===== config.mk =====
export PLATFORM = sky130hd
export DESIGN_NAME = booth4_mult_seq
export DESIGN_NICKNAME = d
export VERILOG_FILES = /design/src/rtl/booth4_mult_seq.sv
export SDC_FILE = /design/constraint.sdc
export NUM_CORES = 1
export LEC_CHECK = 0
export ABC_AREA = 1
export CORE_ASPECT_RATIO = 1.2
export CORE_MARGIN = 1.5
export CORE_UTILIZATION = 55
export DETAILED_ROUTE_END_ITERATION = 12
export PLACE_DENSITY_LB_ADDON = 0.2
export SYNTH_ARGS = -nofsm -noshare
export SYNTH_HDL_FRONTEND = slang
export SYNTH_SLANG_ARGS = --single-unit
export TNS_END_PERCENT = 100

===== constraint.sdc =====
create_clock -name clk -period 5.4 [get_ports clk]
set_clock_uncertainty 0.2 [all_clocks]
set_input_delay 0.81 -clock clk [delete_from_list [all_inputs] [get_ports clk]]
set_output_delay 0.81 -clock clk [all_outputs]
set_load 0.005 [all_outputs]

===== src/rtl/booth4_mult_seq.sv =====
// Sequential radix-4 Booth multiplier: 2 multiplier bits per cycle, start/done handshake.
// Define BOOTH4_UNSIGNED_EN to add the sin_signo port (zero-extended unsigned operands).
module booth4_mult_seq #(
  parameter int SIZE = 8
) (
  input  logic                clk,
  input  logic                reset,
  input  logic                inicio,
  input  logic [SIZE-1:0]     multiplicando,
  input  logic [SIZE-1:0]     multiplicador,
`ifdef BOOTH4_UNSIGNED_EN
  input  logic                sin_signo,
`endif
  output logic                listo,
  output logic                fin,
  output logic [2*SIZE-1:0]   producto
);

  localparam int ITER = SIZE/2 + 1;
  localparam int CW   = $clog2(ITER + 1);
  localparam int AW   = SIZE + 3;
  localparam int QW   = SIZE + 2;

  typedef enum logic [1:0] {IDLE, OPER, FIN} state_t;

  state_t          state;
  logic [AW-1:0]   m, m2, a;
  logic [QW-1:0]   q;
  logic            q_m1;
  logic [CW-1:0]   cnt;

  logic            ext_d, ext_r;
  logic [AW-1:0]   m_ext;
  logic [QW-1:0]   q_ext;

`ifdef BOOTH4_UNSIGNED_EN
  assign ext_d = sin_signo ? 1'b0 : multiplicando[SIZE-1];
  assign ext_r = sin_signo ? 1'b0 : multiplicador[SIZE-1];
`else
  assign ext_d = multiplicando[SIZE-1];
  assign ext_r = multiplicador[SIZE-1];
`endif

  assign m_ext = {{3{ext_d}}, multiplicando};
  assign q_ext = {{2{ext_r}}, multiplicador};

  // Booth digit decode: pick 0, M or 2M and whether to subtract
  logic            sel_2m, sub, nz;
  logic [AW-1:0]   operand, addend, a_sum, a_nx;
  logic [QW-1:0]   q_nx;
  logic [AW+QW-1:0] aq_nx;

  always_comb begin
    sel_2m = 1'b0;
    sub    = 1'b0;
    nz     = 1'b1;
    case ({q[1:0], q_m1})
      3'b000, 3'b111: nz = 1'b0;
      3'b011:         sel_2m = 1'b1;
      3'b100:         begin sel_2m = 1'b1; sub = 1'b1; end
      3'b101, 3'b110: sub = 1'b1;
      default:        ;
    endcase
  end

  // Subtract as invert plus carry-in on the single adder
  assign operand = nz ? (sel_2m ? m2 : m) : '0;
  assign addend  = sub ? ~operand : operand;
  assign a_sum   = a + addend + AW'(sub);

  assign a_nx  = {{2{a_sum[AW-1]}}, a_sum[AW-1:2]};
  assign q_nx  = {a_sum[1:0], q[QW-1:2]};
  assign aq_nx = {a_nx, q_nx};

  always_ff @(posedge clk) begin
    if (reset) begin
      state    <= IDLE;
      listo    <= 1'b1;
      fin      <= 1'b0;
      producto <= '0;
      m        <= '0;
      m2       <= '0;
      a        <= '0;
      q        <= '0;
      q_m1     <= 1'b0;
      cnt      <= '0;
    end else begin
      case (state)
        IDLE: begin
          if (inicio) begin
            m     <= m_ext;
            m2    <= {m_ext[AW-2:0], 1'b0};
            q     <= q_ext;
            a     <= '0;
            q_m1  <= 1'b0;
            cnt   <= CW'(ITER);
            listo <= 1'b0;
            state <= OPER;
          end
        end
        OPER: begin
          a    <= a_nx;
          q    <= q_nx;
          q_m1 <= q[1];
          cnt  <= cnt - 1'b1;
          if (cnt == CW'(1)) begin
            producto <= aq_nx[2*SIZE-1:0];
            fin      <= 1'b1;
            state    <= FIN;
          end
        end
        FIN: begin
          fin   <= 1'b0;
          listo <= 1'b1;
          state <= IDLE;
        end
        default: begin
          fin   <= 1'b0;
          listo <= 1'b1;
          state <= IDLE;
        end
      endcase
    end
  end

endmodule


-- Word-level counts from Yosys, hierarchy flattened
Cells that the tools add are included.
W data, S select, Z words.
- register bits: 61
- bits of input ports: 19
- output and inout port bits: 18
- logic and storage cells: 56
- add/sub/neg operators: 3
- eq/ne operators: 9
- muxes and demuxes: 19
- bitwise operators: 3
- reductions and logical operators: 12
- operators with widths (operator ; number):
    $mux W11 ; 4
    $pmux W11 S2 ; 1
    $pmux W10 S2 ; 1
    $eq A3 B3 Y1 const B ; 4
    $reduce_and A2 Y1 ; 6
    $add A11 B1 Y11 ; 1
    $add A11 B11 Y11 ; 1
    $not A11 Y11 ; 1
    $mux W10 ; 1
    $pmux W1 S2 ; 3
    $pmux W3 S2 ; 1
    $mux W1 ; 4
    $mux W2 ; 2
    $ne A2 B2 Y1 const B ; 2
    $pmux W2 S2 ; 1
    $reduce_or A2 Y1 ; 2
    $eq A3 B1 Y1 const B ; 1
    $eq A3 B2 Y1 const B ; 1
    $logic_not A3 Y1 ; 1
    $mux W3 ; 1
    $reduce_or A3 Y1 ; 1
    $sub A3 B1 Y3 const B ; 1
    $eq A2 B1 Y1 const B ; 1
    $logic_not A2 Y1 ; 1
    2 further kinds ; 3

-- Longest topological paths before layout
Gate-level depths: netlist (run 1).
- depth after elaboration: 10
- gate-level depth with buffers: 20
- gate-level depth less buffers: 20

-- Least setup slack after synthesis (run 1)
No wires, ideal clock.
- path kind: register to register
- start point: register q_m1
- end point: register producto[15]
- setup time: 109 ps
- arrival time: 2122 ps
- data required time: 5091 ps
- slack: 2969 ps
- cell stages (with the launch flop): 19
- path buffers: 0
- period minus slack after synthesis: 2431 ps
- path through: dfxtp_1 -> nand2_4 -> inv_2 -> o21ai_4 -> o21ai_0 -> xnor2_1 -> ha_1 -> nand2_1 -> nand2_1 -> inv_2 -> o21a_1 -> nand2_4 -> nand2_2 -> nand2_1 -> nand2_1 -> nand2_1 -> nand2_1 -> nand2_1 -> inv_1
- word-level cells in the longest chain between the ends: 9
- elaborated cells on any way between the ends: 17
- those cells by class: 2 x add/sub; 5 x eq/ne; 5 x mux; 1 x bitwise; 4 x reduce/logical
- RTL lines (item ; line ; RTL):
    start: declaration ; 29 ; logic q_m1;
    start signal: assignment ; 104 ; q_m1 <= q[1];
    $eq A3 B3 Y1 / $eq A3 B2 Y1 (equally long branches) ; 57 ; case ({q[1:0], q_m1})
    $reduce_or A2 Y1 (no source line) ; n/a ;
    $mux W1 ; 57 ;
    $mux W11 (2 in a row) ; 67 ; assign operand = nz ? (sel_2m ? m2 : m) : '0;
    $not A11 Y11 ; 68 ; assign addend = sub ? ~operand : operand;
    $mux W11 ; 68 ;
    $add A11 B11 Y11 ; 69 ; assign a_sum = a + addend + AW'(sub);
    $add A11 B1 Y11 (*) ; 69 ;
    end signal: assignment ; 107 ; producto <= aq_nx[2*SIZE-1:0];
    end: declaration ; 16 ; output logic [2*SIZE-1:0] producto
Every way passes the cells marked *; elsewhere a longest branch is shown, timed or not.
A chain may end at the register's enable or synchronous reset.

-- Worst setup path in the final report (run 1)
- start point: register q[1]
- end point: register producto[15]
- word-level cells in the longest chain between the ends: 9
- elaborated cells on any way between the ends: 17
- those cells by class: 2 x add/sub; 5 x eq/ne; 5 x mux; 1 x bitwise; 4 x reduce/logical
- RTL lines (item ; line ; RTL):
    start: declaration ; 28 ; logic [QW-1:0] q;
    start signal: assignment ; 93 ; q <= q_ext;
    start signal: assignment ; 103 ; q <= q_nx;
    $eq A3 B3 Y1 / $eq A3 B2 Y1 (equally long branches) ; 57 ;
    $reduce_or A2 Y1 (no source line) ; n/a ;
    $mux W1 ; 57 ;
    $mux W11 (2 in a row) ; 67 ;
    $not A11 Y11 ; 68 ;
    $mux W11 ; 68 ;
    $add A11 B11 Y11 ; 69 ;
    $add A11 B1 Y11 (*) ; 69 ;
Marks and branches as above.

==> results of run 1 <==
## worst reg2reg max path, stage by stage (launching register included)
cell	delay, ps
sky130_fd_sc_hd__dfxtp_1	610
sky130_fd_sc_hd__nand2_1	180
sky130_fd_sc_hd__o21ai_4	140
sky130_fd_sc_hd__o21ai_0	170
sky130_fd_sc_hd__xnor2_1	160
sky130_fd_sc_hd__ha_1	380
sky130_fd_sc_hd__nand2_1	80
sky130_fd_sc_hd__nand2_1	70
sky130_fd_sc_hd__inv_2	50
sky130_fd_sc_hd__o21a_1	190
sky130_fd_sc_hd__nand2_4	100
sky130_fd_sc_hd__nand2_2	50
sky130_fd_sc_hd__nand2_1	50
sky130_fd_sc_hd__nand2_1	60
sky130_fd_sc_hd__nand2_1	90
sky130_fd_sc_hd__nand2_1	60
sky130_fd_sc_hd__nand2_1	70
sky130_fd_sc_hd__inv_1	40
## cell usage in the layout (no fill, tap or decap), types with 2 or more instances in the layout
cell type	Yosys	layout
sky130_fd_sc_hd__clkbuf_8	0	6
sky130_fd_sc_hd__dfxtp_1	51	51
sky130_fd_sc_hd__o21a_1	3	3
sky130_fd_sc_hd__nand2_2	3	3
sky130_fd_sc_hd__nand3_2	2	2
sky130_fd_sc_hd__nor2_1	30	30
sky130_fd_sc_hd__or2_2	2	2
sky130_fd_sc_hd__inv_1	31	31
sky130_fd_sc_hd__clkdlybuf4s50_1	0	36
sky130_fd_sc_hd__nand2_4	3	3
sky130_fd_sc_hd__nand2_1	67	67
sky130_fd_sc_hd__nand4_1	2	2
sky130_fd_sc_hd__o21ai_0	27	27
sky130_fd_sc_hd__a21oi_1	35	35
sky130_fd_sc_hd__ha_1	10	10
sky130_fd_sc_hd__xor2_1	3	3
sky130_fd_sc_hd__nand3_1	22	22
sky130_fd_sc_hd__o221ai_1	2	2
sky130_fd_sc_hd__nor2_4	2	2
sky130_fd_sc_hd__a31oi_1	2	2
sky130_fd_sc_hd__o21ai_1	7	7
sky130_fd_sc_hd__o22ai_1	2	2
sky130_fd_sc_hd__inv_2	6	6
sky130_fd_sc_hd__xnor2_1	7	7
## worst max-delay path by stage
| stage | end | slack [ps] | depth (start not counted) |
|---|---|---|---|
| 6_report | producto[15] | 2570 | 17 |
| 5_1_grt | producto[15] | 2300 | 17 |
| 3_3_place_gp | producto[8] | 2510 | 5 |
| 4_1_cts | producto[15] | 2560 | 17 |
| 2_1_floorplan | producto[15] | 2970 | 18 |
| 3_5_place_dp | producto[5] | 2460 | 5 |
## state kept, by name (all words and copies together) (netlist names)
signal,count
m2,8
producto,16
q,10
state,2
cnt,3
q_m1,1
fin,1
listo,1
a,9
## power by group through the flow
stage	clock network, mW	logic, mW	registers (mW)
global route	0.238	0.251	0.429
finish	0.222	0.221	0.425
CTS	0.224	0.222	0.425
detailed placement	0	0.220	0.434
floorplan	0	0.167	0.428
global placement	0	0.217	0.433
## area by class of cell
| cell class | instances | area (um2) |
|---|---|---|
| Clock buffer | 6 | 82.58 |
| Clock inverter | 1 | 5.005 |
| Fill cell | 406 | 1486 |
| Inverter | 39 | 148.9 |
| Multi-Input combinational cell | 246 | 1410 |
| Sequential cell | 51 | 1021 |
| Tap cell | 58 | 72.57 |
| Timing Repair Buffer | 37 | 367.9 |
## layer usage
| metal | global-route usage, % | routed length, um |
|---|---|---|
| met4 | 7.551 | 78 |
| met1 | 29.03 | 2480 |
| met5 | 0 | 0 |
| met3 | 3.683 | 197 |
| met2 | 39.50 | 2786 |
## metrics by stage
step	total power, mW	std cells	utilization [%]	hold WS [ps]
final	0.8680	438	67.65	267.0
after detailed placement	0.6540	431	65.74	257.6
after global routing	0.9187	438	67.65	300.8
after global placement	0.6496	431	65.74	251.2
after floorplan	0.5949	349	-	240.0
after CTS	0.8705	438	67.65	270.6
## logic make-up after synthesis
| family | count (synthesis) |
|---|---|
| adders and majority gates | 11 |
| AOI/OAI and AO/OA | 82 |
| DFF | 51 |
| and+or+nand+nor | 142 |
| xor gates and xnor gates | 11 |
| buffers and inverters | 52 |
==> impl_metrics.xml, run 1 <==
<?xml version="1.0" encoding="UTF-8"?>
<metrics>
  <group name="timing">
    <metric name="relSlewSlack" unit="%">52.34</metric>
    <metric name="final-setup-viol-count" unit="">0</metric>
    <metric name="maxClockFrequency" unit="MHz">353.2</metric>
    <metric name="setup_tns_final" unit="ps">0</metric>
    <metric name="rsz0062_at_grt" unit="">false</metric>
    <metric name="finalWorstPathRequiredPeriod" unit="ps">2832</metric>
    <metric name="tightest_slew" unit="ps">710.6</metric>
    <metric name="final.period_utilization" unit="%">52.44</metric>
    <metric name="timing_max_transition_violations_final" unit="">0</metric>
    <metric name="final.setup.worst_slack" unit="ps">2569</metric>
    <metric name="finalHoldViolCount" unit="">0</metric>
  </group>
  <group name="pwr">
    <metric name="power.density_cell_area" unit="nW/um2">279.3</metric>
    <metric name="power.share.switching" unit="%">31.37</metric>
    <metric name="pwr-share-comb" unit="%">25.5</metric>
    <metric name="power.share.sequential" unit="%">49.0</metric>
    <metric name="total_switching_power" unit="uW">272.3</metric>
    <metric name="total_leakage_power" unit="nW">1.291</metric>
    <metric name="worst_ir_drop_on_vdd" unit="V">0.0001372</metric>
    <metric name="power.clock.fraction" unit="%">25.5</metric>
    <metric name="internal-power" unit="uW">595.8</metric>
  </group>
  <group name="drt">
    <metric name="vias" unit="">2324</metric>
    <metric name="routedWlPerCell" unit="um">12.66</metric>
    <metric name="drc" unit="">0</metric>
    <metric name="routed_wirelength" unit="mm">5.543</metric>
    <metric name="detail_route.vias_per_cell" unit="">5.306</metric>
    <metric name="detailedRoute.firstPassIterationCount" unit="">4</metric>
    <metric name="drt_iter0_drc" unit="">231</metric>
    <metric name="antenna_left" unit="">0</metric>
  </group>
  <group name="clocking">
    <metric name="cts_tree" unit="">done</metric>
    <metric name="holdBufCountCts" unit="">0</metric>
    <metric name="cts_sinks" unit="">51</metric>
    <metric name="post_cts_repair_setup_buffers" unit="">0</metric>
    <metric name="cts_buffer_count" unit="">5</metric>
    <metric name="clk_latency" unit="ps">300</metric>
    <metric name="cts.clk_slew.worst_paths" unit="ps">90</metric>
    <metric name="cts-resized-gates" unit="">0</metric>
    <metric name="root_buffer_selected_by_cts" unit="">sky130_fd_sc_hd__clkbuf_8</metric>
    <metric name="cts_htree_levels" unit="">2</metric>
    <metric name="ctsLongestPathBuffers" unit="">2</metric>
  </group>
  <group name="synth">
    <metric name="synth_edf_count" unit="">0</metric>
    <metric name="synth.avg_cell_area" unit="um2">7.568</metric>
    <metric name="share_of_the_synthesized_area_in_compound_gates_ao_oa_aoi_oai" unit="%">17.15</metric>
    <metric name="synthesis.instances" unit="">349</metric>
    <metric name="syn-cell-area" unit="um2">2641</metric>
    <metric name="mappedNetlistNets" unit="">379</metric>
    <metric name="ys_dominant_reg_cell" unit="">sky130_fd_sc_hd__dfxtp_1</metric>
    <metric name="post-synth-top-area-cell" unit="">sky130_fd_sc_hd__dfxtp_1</metric>
    <metric name="synth_simple_gate_area_share" unit="%">26.81</metric>
    <metric name="share_of_cell_area_taken_by_muxes_after_synthesis" unit="%">0</metric>
    <metric name="top_count_cell_post_synth" unit="">sky130_fd_sc_hd__nand2_1</metric>
    <metric name="area_share_of_xor_xnor_cells_in_the_synthesized_design" unit="%">3.932</metric>
    <metric name="synth_seq_cells" unit="">51</metric>
    <metric name="post-synth-top-area-fraction" unit="%">38.65</metric>
    <metric name="asyncSetResetFlopFracSynth" unit="%">0</metric>
    <metric name="synth.top_cells.by_count" unit="">sky130_fd_sc_hd__nand2_1, sky130_fd_sc_hd__dfxtp_1, sky130_fd_sc_hd__a21oi_1</metric>
    <metric name="post_synth_num_cell_types" unit="">42</metric>
    <metric name="sequential_share_of_the_synthesized_area" unit="%">38.65</metric>
    <metric name="dominant_combinational_cell_family_by_area_after_synthesis" unit="">simple AND/OR/NAND/NOR gates</metric>
    <metric name="yosysWarnings" unit="">0</metric>
    <metric name="synth_top_cells_by_area" unit="">sky130_fd_sc_hd__dfxtp_1, sky130_fd_sc_hd__nand2_1, sky130_fd_sc_hd__a21oi_1</metric>
    <metric name="synth-adder-area-share" unit="%">5.495</metric>
  </group>
  <group name="floorplan">
    <metric name="initial_utilization" unit="%">57.49</metric>
    <metric name="boundary_pin_count" unit="">37</metric>
    <metric name="die_height" unit="um">78.91</metric>
    <metric name="die_area" unit="um2">5229</metric>
    <metric name="fp-row-count" unit="">27</metric>
    <metric name="die_width" unit="um">66.26</metric>
    <metric name="core_region_area" unit="um2">4594</metric>
  </group>
  <group name="setup_path">
    <metric name="regToRegSetupSlack" unit="ps">2570</metric>
    <metric name="timing.critical_path.mode_cell" unit="">sky130_fd_sc_hd__nand2_1</metric>
    <metric name="worst-path-buf-inv" unit="">2</metric>
    <metric name="required" unit="ps">5410</metric>
    <metric name="timing.rr.start" unit="">q[1]</metric>
    <metric name="ff2ff_path_depth" unit="">17</metric>
    <metric name="timing.critical_path.to_type" unit="">flop</metric>
    <metric name="critical_path.startpoint" unit="">q[1]</metric>
    <metric name="cpLargestDelayFamily" unit="">simple AND/OR/NAND/NOR gates</metric>
    <metric name="r2r-end" unit="">producto[15]</metric>
    <metric name="critical_path.max_fanout" unit="">10</metric>
    <metric name="timing.setup.critical_path_class" unit="">flop to flop</metric>
    <metric name="max_stage_delay" unit="ps">610</metric>
    <metric name="worst_ep_arrival_time" unit="ps">2840</metric>
    <metric name="critical_path.slowest_cell" unit="">sky130_fd_sc_hd__dfxtp_1</metric>
    <metric name="cp-start-kind" unit="">flop</metric>
    <metric name="path_cells" unit="">nand2_1 &gt; o21ai_4 &gt; o21ai_0 &gt; xnor2_1 &gt; ha_1 &gt; nand2_1 &gt; nand2_1 &gt; inv_2 &gt; o21a_1 &gt; nand2_4 &gt; nand2_2 &gt; nand2_1 &gt; nand2_1 &gt; nand2_1 &gt; nand2_1 &gt; nand2_1 &gt; inv_1</metric>
  </group>
  <group name="placed_design">
    <metric name="routabilityCongestion" unit="">0.8711</metric>
    <metric name="dpl-instance-area" unit="um2">3020</metric>
    <metric name="dp.final_hpwl" unit="mm">3.979</metric>
    <metric name="io_buffer_count" unit="">36</metric>
    <metric name="post-place-ws" unit="ps">2458</metric>
  </group>
  <group name="global_route">
    <metric name="grt_pass1_vias" unit="">2169</metric>
    <metric name="grt_max_degree" unit="">28</metric>
    <metric name="grt-ovfl-total" unit="">0</metric>
    <metric name="grt_first_pass_wirelength" unit="mm">9.570</metric>
    <metric name="antenna_found_initial" unit="">0</metric>
    <metric name="groute.usage.overall" unit="%">23.00</metric>
  </group>
  <group name="final_layout">
    <metric name="antenna_diode_count" unit="">0</metric>
    <metric name="layout-area-overhead-vs-synth" unit="%">17.67</metric>
    <metric name="layout-drive-gt1-share" unit="%">9.737</metric>
    <metric name="postLayoutCellArea" unit="um2">3108</metric>
    <metric name="nNetsFinal" unit="">410</metric>
  </group>
  <group name="run_status">
    <metric name="status" unit="">finished, final reports clean</metric>
  </group>
  <group name="hold_path">
    <metric name="hold-path-endpoint" unit="">producto[10]</metric>
    <metric name="worstHoldPathCells" unit="">2</metric>
    <metric name="hold_class" unit="">flop to flop</metric>
    <metric name="min_from" unit="">producto[10]</metric>
  </group>
  <group name="job">
    <metric name="max_cap_viol_count" unit="">0</metric>
  </group>
</metrics>
Power figures use the tool's default switching activity.
==> run 2, diff against run 1 <==
--- a/config.mk
+++ b/config.mk
@@ -8,7 +8,7 @@
 export ABC_AREA = 1
 export CORE_ASPECT_RATIO = 1.2
 export CORE_MARGIN = 1.5
-export CORE_UTILIZATION = 55
+export CORE_UTILIZATION = 54
 export DETAILED_ROUTE_END_ITERATION = 12
 export PLACE_DENSITY_LB_ADDON = 0.2
 export SYNTH_ARGS = -nofsm -noshare
==> constraint.sdc (replaced) <==
create_clock -name clk -period 2.8 [get_ports clk]
set_clock_uncertainty 0.2 [all_clocks]
set_input_delay 0.42 -clock clk [delete_from_list [all_inputs] [get_ports clk]]
set_output_delay 0.42 -clock clk [all_outputs]
set_load 0.005 [all_outputs]
==> impl_metrics.xml, run 2 (same netlist as run 1, synthesis figures left out) <==
<?xml version="1.0" encoding="UTF-8"?>
<metrics>
  <group name="final_layout">
    <metric name="largest_reg_flops" unit="">16</metric>
    <metric name="layout-drive-gt1-share" unit="%">12.66</metric>
    <metric name="leading_cell_types_in_the_layout_fill_and_taps_excluded" unit="">sky130_fd_sc_hd__nand2_1, sky130_fd_sc_hd__dfxtp_1, sky130_fd_sc_hd__clkdlybuf4s50_1</metric>
    <metric name="nFillCells" unit="">421</metric>
    <metric name="antenna_diode_count" unit="">0</metric>
    <metric name="layout-area-overhead-vs-synth" unit="%">21.32</metric>
    <metric name="post-route-util" unit="%">68.73</metric>
    <metric name="nNetsFinal" unit="">417</metric>
    <metric name="layoutNonFillerInstCount" unit="">445</metric>
    <metric name="mostFrequentLayoutCell" unit="">sky130_fd_sc_hd__nand2_1</metric>
    <metric name="largest-register" unit="">producto</metric>
    <metric name="postLayoutCellArea" unit="um2">3204</metric>
    <metric name="reg_top3" unit="">producto: 16 flops, q: 10 flops, a: 9 flops</metric>
  </group>
  <group name="global_route">
    <metric name="antenna_found_initial" unit="">0</metric>
    <metric name="top_usage_layer" unit="">met2</metric>
    <metric name="groute.layer.met2.usage" unit="%">42.20</metric>
    <metric name="grt_first_pass_wirelength" unit="mm">9.466</metric>
    <metric name="grt_use_met1" unit="%">25.55</metric>
    <metric name="grt.met3_usage" unit="%">4.654</metric>
    <metric name="grt_max_degree" unit="">28</metric>
    <metric name="grt-ovfl-total" unit="">0</metric>
    <metric name="groute.usage.overall" unit="%">23.00</metric>
    <metric name="grt_pass1_vias" unit="">2150</metric>
  </group>
  <group name="pwr">
    <metric name="total_switching_power" unit="uW">533.1</metric>
    <metric name="power.density_cell_area" unit="nW/um2">552.4</metric>
    <metric name="power.share.sequential" unit="%">46.2</metric>
    <metric name="total_leakage_power" unit="nW">1.333</metric>
    <metric name="power.clock.fraction" unit="%">27.6</metric>
    <metric name="totalPowerFinal" unit="mW">1.770</metric>
    <metric name="pwr-share-comb" unit="%">26.1</metric>
    <metric name="internal-power" unit="mW">1.237</metric>
    <metric name="worst_ir_drop_on_vdd" unit="V">0.0003248</metric>
    <metric name="power.share.switching" unit="%">30.12</metric>
  </group>
  <group name="timing">
    <metric name="setup_tns_final" unit="ps">0</metric>
    <metric name="timing_max_transition_violations_final" unit="">0</metric>
    <metric name="finalHoldViolCount" unit="">0</metric>
    <metric name="finalWorstPathRequiredPeriod" unit="ps">2686</metric>
    <metric name="relSlewSlack" unit="%">55.75</metric>
    <metric name="maxClockFrequency" unit="MHz">372.3</metric>
    <metric name="final.period_utilization" unit="%">95.92</metric>
    <metric name="final-setup-viol-count" unit="">0</metric>
    <metric name="rsz0062_at_grt" unit="">true</metric>
    <metric name="tightest_slew" unit="ps">659.7</metric>
  </group>
  <group name="clocking">
    <metric name="cts_htree_levels" unit="">2</metric>
    <metric name="cts_sinks" unit="">51</metric>
    <metric name="cts.clk_slew.worst_paths" unit="ps">90</metric>
    <metric name="cts_buffer_count" unit="">5</metric>
    <metric name="ctsLongestPathBuffers" unit="">2</metric>
    <metric name="cts_tree" unit="">done</metric>
    <metric name="clk_latency" unit="ps">300</metric>
    <metric name="root_buffer_selected_by_cts" unit="">sky130_fd_sc_hd__clkbuf_8</metric>
  </group>
  <group name="drt">
    <metric name="detail_route.vias_per_cell" unit="">5.279</metric>
    <metric name="drt_iter0_drc" unit="">120</metric>
    <metric name="antenna_left" unit="">0</metric>
    <metric name="detailedRoute.firstPassIterationCount" unit="">5</metric>
    <metric name="vias" unit="">2349</metric>
    <metric name="drc" unit="">0</metric>
    <metric name="routed_wirelength" unit="mm">5.867</metric>
    <metric name="routedWlPerCell" unit="um">13.18</metric>
  </group>
  <group name="placed_design">
    <metric name="io_buffer_count" unit="">36</metric>
    <metric name="place.detailed.instances" unit="">435</metric>
    <metric name="routabilityCongestion" unit="">0.8451</metric>
    <metric name="dp.final_hpwl" unit="mm">4.197</metric>
    <metric name="dpl-instance-area" unit="um2">3050</metric>
  </group>
  <group name="floorplan">
    <metric name="fp-row-count" unit="">27</metric>
    <metric name="die_width" unit="um">66.85</metric>
    <metric name="boundary_pin_count" unit="">37</metric>
    <metric name="initial_utilization" unit="%">56.66</metric>
    <metric name="die_height" unit="um">79.61</metric>
    <metric name="core_region_area" unit="um2">4662</metric>
    <metric name="die_area" unit="um2">5322</metric>
  </group>
  <group name="setup_path">
    <metric name="cp-start-kind" unit="">flop</metric>
    <metric name="critical_path.max_fanout" unit="">8</metric>
    <metric name="critical_path.startpoint" unit="">q[0]</metric>
    <metric name="timing.rr.start" unit="">q[0]</metric>
    <metric name="timing.setup.critical_path_class" unit="">flop to flop</metric>
    <metric name="timing.critical_path.to_type" unit="">flop</metric>
    <metric name="required" unit="ps">2830</metric>
    <metric name="worst_ep_arrival_time" unit="ps">2720</metric>
  </group>
  <group name="job">
    <metric name="max_cap_viol_count" unit="">0</metric>
  </group>
  <group name="hold_path">
    <metric name="min_from" unit="">cnt[1]</metric>
    <metric name="hold_class" unit="">flop to flop</metric>
  </group>
  <group name="run_status">
    <metric name="status" unit="">finished, final reports clean</metric>
  </group>
</metrics>
## run 2: layout make-up
| cell class | instances | area [um2] | area share [%] |
|---|---|---|---|
| flip-flops and latches | 51 | 1025 | 31.98 |
| repair buffers | 44 | 425.4 | 13.28 |
| clock buffers | 6 | 72.57 | 2.265 |
| multi-input cells | 246 | 1430 | 44.63 |
| inverters | 39 | 148.9 | 4.647 |
| well taps | 58 | 72.57 | 2.265 |
| clock inverters | 1 | 30.03 | 0.9371 |
## run 2: path summary, 6_finish.rpt
path                 end  slack [ps]  cells after the start
setup / recovery    a[9]         110                     15
hold / removal    cnt[1]         270                      2
setup reg to reg    a[9]         110                     15
hold reg to reg   cnt[1]         270                      2
## run 2: what timing repair did
action                                  4_1_cts  5_1_grt
gates resized for setup                       0        8
endpoints found under the setup margin        0        7
buffers inserted                              0        3
hold buffers                                  0        0
## run 2: per-layer routing
layer | up-vias | wire length, um
met5 | - | 0
met3 | 10 | 267
met2 | 64 | 3078
li1 | 1209 | -
met4 | 0 | 110
met1 | 1066 | 2410
## run 2: metrics by stage
| stage | setup WS, ps | hold slack [ps] |
|---|---|---|
| finish | 114.1 | 267.4 |
| CTS | 79.64 | 270.2 |
| floorplan | 369.2 | 240.0 |
| global route | -70.70 | 291.2 |
| detailed placement | 114.1 | 256.2 |
| global placement | 205.1 | 252.0 |
## run 2: critical path: stages, from the launching register on
cell and delay, ps:
sky130_fd_sc_hd__dfxtp_2 350, sky130_fd_sc_hd__nand2_4 150, sky130_fd_sc_hd__inv_2 80, sky130_fd_sc_hd__o21ai_4 220, sky130_fd_sc_hd__dlymetal6s2s_1 230, sky130_fd_sc_hd__nor2_1 60, sky130_fd_sc_hd__a21oi_1 170, sky130_fd_sc_hd__nand3_1 90
sky130_fd_sc_hd__o21ai_1 110, sky130_fd_sc_hd__ha_1 290, sky130_fd_sc_hd__a21oi_1 160, sky130_fd_sc_hd__o21a_1 160, sky130_fd_sc_hd__nand2_1 50, sky130_fd_sc_hd__nand2_1 80, sky130_fd_sc_hd__nand4_1 80, sky130_fd_sc_hd__a21oi_1 130
## run 2: power by group through the flow
stage / Combinational, mW / Sequential [mW] / Clock (mW)
finish: 0.463 / 0.819 / 0.489
global route: 0.517 / 0.826 / 0.531
CTS: 0.446 / 0.818 / 0.502
detailed placement: 0.441 / 0.835 / 0
global placement: 0.435 / 0.832 / 0
floorplan: 0.322 / 0.825 / 0
